$ cat src/rtl/pipe_pkg.sv
// ============================================================================
// pipe_pkg : shared types and constants for the decode/execute boundary
// Revision : 1.0
// ============================================================================
`default_nettype none

package pipe_pkg;

    typedef enum logic [1:0] {
        EMPTY = 2'd0,
        BUSY  = 2'd1,
        FULL  = 2'd2
    } stage_state_t;

    localparam int unsigned NOP_OP_DEFAULT = 0;

endpackage

`default_nettype wire

$ cat src/rtl/pipe_payload_reg.sv
// ============================================================================
// pipe_payload_reg : one pipeline entry with load, clear-to-bubble, async reset
// Revision         : 1.0
// ============================================================================
`default_nettype none

module pipe_payload_reg #(
    parameter int unsigned   W       = 8,
    parameter logic [W-1:0]  CLR_VAL = '0
) (
    input  logic         clk,
    input  logic         reset,
    input  logic         clear_i,
    input  logic         load_i,
    input  logic [W-1:0] d_i,
    output logic [W-1:0] q_o
);

    logic [W-1:0] entry_q;

    // Clear wins over load so a squashed slot never captures fresh data.
    always_ff @(posedge clk or negedge reset) begin
        if (!reset) begin
            entry_q <= CLR_VAL;
        end else if (clear_i) begin
            entry_q <= CLR_VAL;
        end else if (load_i) begin
            entry_q <= d_i;
        end
    end

    assign q_o = entry_q;

endmodule

`default_nettype wire

$ cat src/rtl/decode_execute_stage.sv
// ============================================================================
// decode_execute_stage : decode->execute register with 2-entry skid, flush
//                        and saturating stall-cycle counter
// Revision             : 1.0
// ============================================================================
`default_nettype none

module decode_execute_stage
    import pipe_pkg::*;
#(
    parameter int unsigned DATA_W  = 16,
    parameter int unsigned OP_W    = 4,
    parameter int unsigned NUM_SRC = 2,
    parameter int unsigned CNT_W   = 16,
    parameter int unsigned NOP_OP  = NOP_OP_DEFAULT
) (
    input  logic                      clk,
    input  logic                      reset,
    input  logic                      flush,
    input  logic                      in_valid,
    output logic                      in_ready,
    input  logic [OP_W-1:0]           in_aluop,
    input  logic [NUM_SRC*DATA_W-1:0] in_src,
    output logic                      out_valid,
    input  logic                      out_ready,
    output logic [OP_W-1:0]           out_aluop,
    output logic [NUM_SRC*DATA_W-1:0] out_src,
    output logic [CNT_W-1:0]          stall_cnt
);

    typedef struct packed {
        logic [OP_W-1:0]                 aluop;
        logic [NUM_SRC-1:0][DATA_W-1:0]  src;
    } payload_t;

    localparam int unsigned PAY_W       = $bits(payload_t);
    localparam payload_t    NOP_PAYLOAD = '{aluop: OP_W'(NOP_OP), src: '0};

    stage_state_t state_q, state_d;
    payload_t     in_payload, main_q, skid_q, main_d;
    logic         push, pop;
    logic         main_load, main_clear, skid_load, skid_clear;
    logic [CNT_W-1:0] stall_cnt_q, stall_cnt_d;

    assign in_ready   = (state_q != FULL);
    assign out_valid  = (state_q != EMPTY);
    assign push       = in_valid & in_ready;
    assign pop        = out_valid & out_ready;

    assign in_payload.aluop = in_aluop;
    assign in_payload.src   = in_src;

    always_ff @(posedge clk or negedge reset) begin
        if (!reset) begin
            state_q <= EMPTY;
        end else begin
            state_q <= state_d;
        end
    end

    always_comb begin
        state_d    = state_q;
        main_d     = in_payload;
        main_load  = 1'b0;
        main_clear = 1'b0;
        skid_load  = 1'b0;
        skid_clear = 1'b0;
        if (flush) begin
            state_d    = EMPTY;
            main_clear = 1'b1;
            skid_clear = 1'b1;
        end else begin
            case (state_q)
                EMPTY: begin
                    if (push) begin
                        state_d   = BUSY;
                        main_load = 1'b1;
                    end
                end
                BUSY: begin
                    if (push && pop) begin
                        main_load = 1'b1;
                    end else if (push) begin
                        state_d   = FULL;
                        skid_load = 1'b1;
                    end else if (pop) begin
                        state_d    = EMPTY;
                        main_clear = 1'b1;
                    end
                end
                FULL: begin
                    // The skid entry is always the younger op, so it refills main.
                    if (pop) begin
                        state_d    = BUSY;
                        main_d     = skid_q;
                        main_load  = 1'b1;
                        skid_clear = 1'b1;
                    end
                end
                default: begin
                    state_d    = EMPTY;
                    main_clear = 1'b1;
                    skid_clear = 1'b1;
                end
            endcase
        end
    end

    pipe_payload_reg #(
        .W       (PAY_W),
        .CLR_VAL (NOP_PAYLOAD)
    ) u_main (
        .clk     (clk),
        .reset   (reset),
        .clear_i (main_clear),
        .load_i  (main_load),
        .d_i     (main_d),
        .q_o     (main_q)
    );

    pipe_payload_reg #(
        .W       (PAY_W),
        .CLR_VAL (NOP_PAYLOAD)
    ) u_skid (
        .clk     (clk),
        .reset   (reset),
        .clear_i (skid_clear),
        .load_i  (skid_load),
        .d_i     (in_payload),
        .q_o     (skid_q)
    );

    assign out_aluop = main_q.aluop;
    assign out_src   = main_q.src;

    always_comb begin
        stall_cnt_d = stall_cnt_q;
        if (out_valid && !out_ready && (stall_cnt_q != {CNT_W{1'b1}})) begin
            stall_cnt_d = stall_cnt_q + 1'b1;
        end
    end

    always_ff @(posedge clk or negedge reset) begin
        if (!reset) begin
            stall_cnt_q <= '0;
        end else begin
            stall_cnt_q <= stall_cnt_d;
        end
    end

    assign stall_cnt = stall_cnt_q;

endmodule

`default_nettype wire
$ cat config.mk
export PLATFORM = sky130hd
export DESIGN_NAME = decode_execute_stage
export DESIGN_NICKNAME = d
export VERILOG_FILES = /design/src/rtl/pipe_pkg.sv /design/src/rtl/pipe_payload_reg.sv /design/src/rtl/decode_execute_stage.sv
export SDC_FILE = /design/constraint.sdc
export NUM_CORES = 1
export LEC_CHECK = 0
export BUFFER_PORTS_ARGS = -buffer_cell sky130_fd_sc_hd__buf_2
export CELL_PAD_IN_SITES_DETAIL_PLACEMENT = 1
export CELL_PAD_IN_SITES_GLOBAL_PLACEMENT = 1
export CORE_MARGIN = 4
export CORE_UTILIZATION = 43
export CTS_CLUSTER_SIZE = 25
export DETAILED_ROUTE_END_ITERATION = 10
export HOLD_SLACK_MARGIN = 0.03
export PLACE_DENSITY = 0.86
export SETUP_SLACK_MARGIN = 0.05
export SYNTH_ARGS = -nofsm -noshare
export SYNTH_HDL_FRONTEND = slang
export SYNTH_HIERARCHICAL = 1
export SYNTH_SLANG_ARGS = --single-unit
$ cat constraint.sdc
create_clock -name clk -period 2.8 [get_ports clk]
set_input_delay 0.56 -clock clk [delete_from_list [all_inputs] [get_ports clk]]
set_output_delay 0.56 -clock clk [all_outputs]
set_load 0.01 [all_outputs]
==> reports/metrics.yaml, run 1 <==
status: "finished, final reports clean"
netlist_instances: 370
synthToLayoutAreaGrowth_pct: 16.3
fin_crit_ns: 2.11
ys_ff_latch: 90
via_per_inst: 5.13
drc_errors: 0
gp_congestion: 0.723
antenna_found_initial: 0
h-tree-depth: 3
grt_max_degree: 79
cts_hold_buffers: 0
clk_pin_slew_worst_paths_ns: 0.09
layout_common_cells: "93 x buf_2, 90 x dfrtp_1, 78 x nor2_1, 72 x mux2i_1, 38 x mux2_2"
drtAntennaViolNets: 0
n_antenna_cell: 0
yosysTopAreaCell: "dfrtp_1"
root_buffer: "clkbuf_8"
grt_first_pass_wirelength_um: 16700
syn-cell-area_um2: 4380
wl_per_cell_um: 16.8
drt_iter0_markers: 113
grt_use_total_pct: 18.0
max_freq_mhz: 473
final_common_cell: "buf_2"
yosysWarnings: 6
initial_core_util_pct: 44.4
rsz0062_at_grt: "false"
dieArea_um2: 11900
peakVddDrop_mv: 0.248
cap_viol_max_count: 0
cts_tree: "done"
synthTopCellsByArea: "dfrtp_1 51%, mux2i_1 16%, mux2_2 9.8%, nor2_1 6.7%, buf_12 2.7%"
skew_ns: 0.0121
cp-end-kind: "flip-flop"
nFillCells: 1100
slew_viol_final: 0
critPathKind: "reg2reg"
drt-pass1-iter-count: 4
post-cts-setup-buffers: 0
drive_gt1_share_pct: 36.2
power.total_mw: 2.73
synth_seq_area_share_pct: 51.4
crit_fanout: 36
leakagePower_nw: 2.43
port-buffer-count: 94
io_pins: 95
clock-sinks: 90
worstSetupStartpointType: "flip-flop"
period_share_pct: 75.4
die_w_um: 109
yosysTopAreaCellShare_pct: 51.4
rows: 36
tns_ns: 0
synth.distinct_cells: 37
clock_path_buffers: 2
vias: 3060
num-nets-final: 502
r2r_start: "state_q[0]"
arrival_ns: 2.31
clock_latency_ns: 0.34
p_per_area_nw_per_um2: 536
die_height_um: 109
required_ns: 3.00
relSlewSlack_pct: 34.1
final_hold_viol_count: 0
setup_viol: 0
tightest_slew_ns: 0.989
first_global_vias: 3361
postCtsResizedCells: 0
overflow: 0
postSynthNetCount: 412
core_region_area_um2: 9860
critPathLaunch: "state_q[0]"
drt-total-wl_um: 10100
place_hpwl_um: 6910
hold_class: "in2async"
syn_avg_cell_area_um2: 11.8
cts_buffers: 9
stage by stage:
| stage | cells | util, % | cell area [um^2] | setup slack [ns] | hold slack, ns |
|---|---|---|---|---|---|
| final | 597 | 51.7 | 5100 | 0.688 | 0.377 |
| after floorplan | 370 | - | 4380 | 0.761 | 0.264 |
| after detailed placement | 582 | 49.7 | 4900 | 0.557 | 0.506 |
| after global placement | 582 | 49.7 | 4900 | 0.682 | 0.496 |
| after CTS | 597 | 51.7 | 5100 | 0.640 | 0.405 |
| after global routing | 597 | 51.7 | 5100 | 0.513 | 0.447 |
worst max-delay path, cell delays in order, from the launching register on:
cell and delay (ns):
dfrtp_1 0.46, nand2b_1 0.22, nor3b_2 0.18, buf_4 0.45
mux2_2 0.40, mux2i_1 0.18, nor2_1 0.07
Yosys cell counts:
library cell	instances
a31oi_1	2
xor2_1	2
buf_12	6
mux2_4	1
nand2_1	10
or3_2	1
or4_1	1
nand3_1	8
nand4_1	2
nor3b_1	1
and2_1	1
nand4_2	2
a21oi_1	4
dfrtp_1	90
nor2b_1	2
clkbuf_1	2
o21ai_0	2
or2_2	2
nor3_1	3
buf_6	3
mux2i_1	72
a211oi_1	1
or4_4	1
xnor2_1	9
and4_2	1
and2_4	1
mux2_2	38
a21o_1	1
nor2_1	78
nor3b_2	1
o21bai_1	2
and3_1	2
nand2b_1	4
inv_1	1
buf_2	11
and3_2	1
ha_1	1
report_power, final:
| group | switching, mW | internal (mW) |
|---|---|---|
| registers | 0.0692 | 1.37 |
| clock network | 0.438 | 0.429 |
| logic | 0.231 | 0.193 |
metal layers:
layer,up-vias,global-route usage (%),routed length [um]
li1,1443,-,-
met1,1544,23.1,4510
met2,64,31.6,5030
met3,9,3.73,453
met4,0,2.98,60
met5,-,0,0
final cells by class:
class                   instances  area [um^2]  area share [%]
clock buffers                  10          138            2.70
clock inverters                 5         55.1            1.08
flip-flops and latches         90         2250            44.2
well taps                     133          166            3.27
multi-input cells             257         1930            37.9
inverters                       1         3.75          0.0737
repair buffers                101          551            10.8
flip-flops by register name, indices dropped and copies added, names as in the netlist:
| register | count |
|---|---|
| state_q | 2 |
| u_skid/q_o | 36 |
| u_main/q_o | 36 |
| stall_cnt | 16 |
cell families (layout without fill, tap and decap cells):
kind of cell	count (synthesis)	in the layout	share of synthesized area (%)
adder cells (fa/ha/maj)	1	1	0.286
XOR/XNOR	11	11	2.20
multiplexers	111	111	26.6
AO/OA/AOI/OAI	12	12	1.66
buffers and inverters	23	117	5.03
flip-flops	90	90	51.4
AND/OR/NAND/NOR	122	122	12.9
final timing paths:
check	end	slack, ns	cells after the start
setup reg to reg	u_main/q_o[6]	0.69	6
max in group asynchronous	u_main/q_o[32]	1.70	2
hold reg to reg	u_skid/q_o[25]	0.52	2
setup / recovery	u_main/q_o[6]	0.69	6
min in group clk	u_skid/q_o[21]	0.48	3
hold / removal	u_main/q_o[5]	0.38	1
Power figures use the tool's default switching activity.
==> inputs of run 2 (changes only) <==
Settings changed: CORE_UTILIZATION 43 to 39, PLACE_DENSITY 0.86 to 0.82.
Clock period 2.8 ns to 1.9 ns, I/O delays scaled along.
==> reports/metrics.yaml, run 2 (synthesis gave the netlist of run 1 again) <==
status: "finished, final reports clean"
grt_first_pass_wirelength_um: 18400
gp_congestion: 0.778
critPathKind: "reg2reg"
hold_class: "in2reg"
grt.met1_usage_pct: 22.7
hold_slack_ns: 0.307
root_buffer: "clkbuf_16"
peakVddDrop_mv: 0.661
drive_gt1_share_pct: 41.4
multi_input_comb_area_um2: 1990
timing.final.ws_setup_ns: 0.0802
final_util_pct: 51.6
crit_fanout: 4
place_ws_ns: -0.0427
worstSetupStartpointType: "flip-flop"
via_per_inst: 5.05
clock-sinks: 90
cp-end-kind: "flip-flop"
finalNonFillerCells: 633
final_hold_viol_count: 0
tightest_slew_ns: 0.510
layout_common_cells: "93 x buf_2, 86 x dfrtp_1, 77 x nor2_1, 72 x mux2i_1, 35 x mux2_2"
slowest_stage: "dfrtp_2"
die_w_um: 114
top_usage_layer: "met2"
max_stage_delay_ns: 0.41
dieArea_um2: 13000
overflow: 0
antenna_found_initial: 0
grt_use_total_pct: 18.2
drc_errors: 0
place_hpwl_um: 7130
drt-total-wl_um: 11600
cts_buffers: 9
final_common_cell: "buf_2"
num-nets-final: 531
leakagePower_nw: 2.68
rows: 38
grtUsageMet3_pct: 3.98
cts_tree: "done"
clk_pin_slew_worst_paths_ns: 0.06
die_height_um: 114
h-tree-depth: 3
initial_core_util_pct: 40.1
first_global_vias: 3592
io_pins: 95
arrival_ns: 2.04
clock_path_buffers: 2
drtAntennaViolNets: 0
met2_usage_pct: 31.8
max_freq_mhz: 550
regArea_um2: 2260
relSlewSlack_pct: 65.8
path_cells: "nand2b_4 > nor3b_4 > buf_6 > clkbuf_16 > mux2_2 > mux2i_1 > nor2_1"
drt_iter0_markers: 123
n_antenna_cell: 0
skew_ns: 0.00446
period_share_pct: 95.8
rsz0062_at_grt: "true"
slew_viol_final: 0
cap_viol_max_count: 0
placed_cells: 598
p_per_area_nw_per_um2: 823
wl_per_cell_um: 18.3
core_region_area_um2: 10900
vias: 3195
nFillCells: 1183
drt-pass1-iter-count: 4
grt_max_degree: 43
synthToLayoutAreaGrowth_pct: 28.7
fin_crit_ns: 1.82
required_ns: 2.12
port-buffer-count: 94
clock_latency_ns: 0.33
setup_viol: 0
[run 2: timing repair]
item	in CTS	in global routing
hold endpoints to repair	30	0
endpoints found under the setup margin	37	41
buffers inserted	9	4
pin swaps	1	4
hold buffers	1	0
resized for setup	7	13
gates cloned	2	4
[run 2: per-stage QoR]
step	TNS (ns)	cell area [um^2]	power [mW]
after floorplan	-0.0254	4390	2.53
after global placement	0	5030	2.79
after detailed placement	-0.187	5030	2.83
after CTS	0	5470	4.64
after global routing	0	5640	4.89
final	0	5640	4.64
[run 2: final timing paths]
path                           startpoint             end  slack [ns]  cells after the start
max in group asynchronous           reset  u_main/q_o[17]        0.76                      3
min in group asynchronous           reset    stall_cnt[4]        0.53                      2
max                            state_q[0]   u_main/q_o[9]        0.08                      7
min                             in_src[6]   u_skid/q_o[6]        0.31                      3
min reg2reg                u_skid/q_o[16]  u_skid/q_o[16]        0.52                      2
max reg2reg                    state_q[0]   u_main/q_o[9]        0.08                      7
[run 2: worst max-delay path, delay by kind of cell (launching register included)]
family	cells	cell delay, ns
flops	1	0.41
mux	2	0.49
buf+inv	2	0.35
simple gates	3	0.44
[run 2: final cells by class]
| cell class | instances | area share (%) |
|---|---|---|
| flip-flops and latches | 90 | 40.0 |
| multi-input cells | 257 | 35.2 |
| repair buffers | 130 | 16.5 |
| clock buffers | 11 | 4.13 |
| well taps | 140 | 3.11 |
| clock inverters | 4 | 0.954 |
| inverters | 1 | 0.0665 |
[run 2: power by group]
part           internal (mW)  leakage, nW  switching (mW)  total, mW
Sequential              2.03         1.23           0.107       2.13
Clock                   1.02        0.132           0.730       1.75
Combinational          0.379         1.32           0.382      0.761
[run 2: routing by layer]
metal / part of all wire [%] / vias up
met2: 51 / 73
li1: - / 1505
met3: 4.3 / 8
met4: 0.57 / 0
met5: 0 / -
met1: 44 / 1609
==> inputs of run 3 (changes only) <==
Settings changed: REMOVE_ABC_BUFFERS from default to 1.
==> reports/metrics.yaml, run 3 (synthesis gave the netlist of run 1 again) <==
status: "finished, final reports clean"
drc_errors: 0
regToRegSetupSlack_ns: 0.09
root_buffer: "clkbuf_16"
die_height_um: 114
place_hpwl_um: 7380
drt_iter0_markers: 103
hold_slack_ns: 0.0929
clock_latency_ns: 0.33
num-nets-final: 521
worstSetupStartpointType: "flip-flop"
clk_pin_slew_worst_paths_ns: 0.06
core_region_area_um2: 10900
drive_gt1_share_pct: 40.3
die_w_um: 114
fin_crit_ns: 1.81
cp-end-kind: "flip-flop"
grt_max_degree: 91
skew_ns: 0.00529
path_cells: "nor2b_2 > nand2_1 > nor3_4 > buf_6 > mux2i_1 > nor2_1"
initial_core_util_pct: 40.1
p_per_area_nw_per_um2: 863
gp_congestion: 0.808
setup_viol: 0
final_common_cell: "buf_2"
arrival_ns: 2.03
cp_top_family: "simple AND/OR/NAND/NOR gates"
drt-pass1-iter-count: 4
overflow: 0
io_pins: 95
clock_path_buffers: 2
r2r_start: "state_q[1]"
via_per_inst: 5.12
comb_power_share_pct: 15.5
h-tree-depth: 3
dieArea_um2: 13000
path_depth: 6
crit_fanout: 18
path_buf_inv: 1
layout_common_cells: "93 x buf_2, 87 x dfrtp_1, 78 x nor2_1, 72 x mux2i_1, 38 x mux2_2"
final_util_pct: 50.3
grtUsageMet3_pct: 2.97
grt_first_pass_wirelength_um: 17600
vias: 3197
ff2ff_path_depth: 6
rows: 38
port-buffer-count: 94
first_global_vias: 3502
rsz0062_at_grt: "true"
required_ns: 2.12
grt.met1_usage_pct: 22.0
r2r_end: "u_skid/q_o[31]"
cts_tree: "done"
power.share.switching_pct: 25.9
cts_buffers: 9
sequentialPowerShare_pct: 45.1
max_stage_delay_ns: 0.47
tightest_slew_ns: 0.485
tns_ns: 0
n_antenna_cell: 0
p_int_mw: 3.52
synthToLayoutAreaGrowth_pct: 25.5
p_switching_mw: 1.23
slew_viol_final: 0
p_clk_share_pct: 39.4
peakVddDrop_mv: 0.495
crit_path_end: "u_skid/q_o[31]"
top_usage_layer: "met2"
drtAntennaViolNets: 0
max_freq_mhz: 553
antenna_found_initial: 0
met2_usage_pct: 29.4
leakagePower_nw: 2.62
clock-sinks: 90
drt-total-wl_um: 11200
cap_viol_max_count: 0
critPathLaunch: "state_q[1]"
slowest_stage: "dfrtp_2"
hold_class: "in2async"
period_share_pct: 95.2
wl_per_cell_um: 18.0
critPathKind: "reg2reg"
relSlewSlack_pct: 67.6
final_hold_viol_count: 0
grt_use_total_pct: 17.1
[run 3: layout make-up]
type	instances	area, um^2
inverters	1	3.75
repair buffers	120	773
clock inverters	3	46.3
well taps	140	175
clock buffers	13	270
multi-input cells	257	1970
fillers	1213	5440
flip-flops and latches	90	2260
[run 3: worst min-delay path by stage]
| stage | from | end |
|---|---|---|
| floorplan | reset | stall_cnt[0] |
| global placement | reset | u_main/q_o[14] |
| detailed placement | reset | u_skid/q_o[14] |
| CTS | reset | u_skid/q_o[14] |
| global route | reset | u_main/q_o[11] |
| finish | reset | u_main/q_o[11] |
[run 3: timing repair]
item / CTS / global route
cloned: 0 / 2
hold buffers: 0 / 0
setup endpoints to repair: 38 / 62
pin swaps: 2 / 1
resized for setup: 3 / 14
buffers inserted: 2 / 3
[run 3: worst reg2reg max path: cells and delay by family, from the launching register on]
kind / cells / cell delay, ns
AND/OR/NAND/NOR: 4 / 0.66
flip-flops: 1 / 0.47
buffers and inverters: 1 / 0.31
multiplexers: 1 / 0.26
[run 3: power by group through the flow]
| stage | sequential, mW | clock, mW | combinational, mW |
|---|---|---|---|
| finish | 2.14 | 1.87 | 0.735 |
| global route | 2.16 | 2.01 | 0.807 |
| CTS | 2.13 | 1.92 | 0.685 |
| detailed placement | 2.16 | 0 | 0.665 |
| global placement | 2.15 | 0 | 0.635 |
| floorplan | 2.18 | 0 | 0.316 |
[run 3: per-stage QoR]
step	total power, mW	setup WS, ns	std cells	cell area (um^2)
2_1_floorplan	2.50	-2.87	348	4170
3_3_place_gp	2.78	0.0659	601	5040
3_5_place_dp	2.83	-0.00553	601	5040
4_1_cts	4.73	0.0424	619	5380
5_1_grt	4.97	0.00200	624	5500
6_report	4.74	0.0908	624	5500
[run 3: layer usage]
metal,part of all wire (%),vias to the layer above
met5,0,-
met3,4.5,10
li1,-,1488
met1,44,1623
met4,1.1,0
met2,50,76
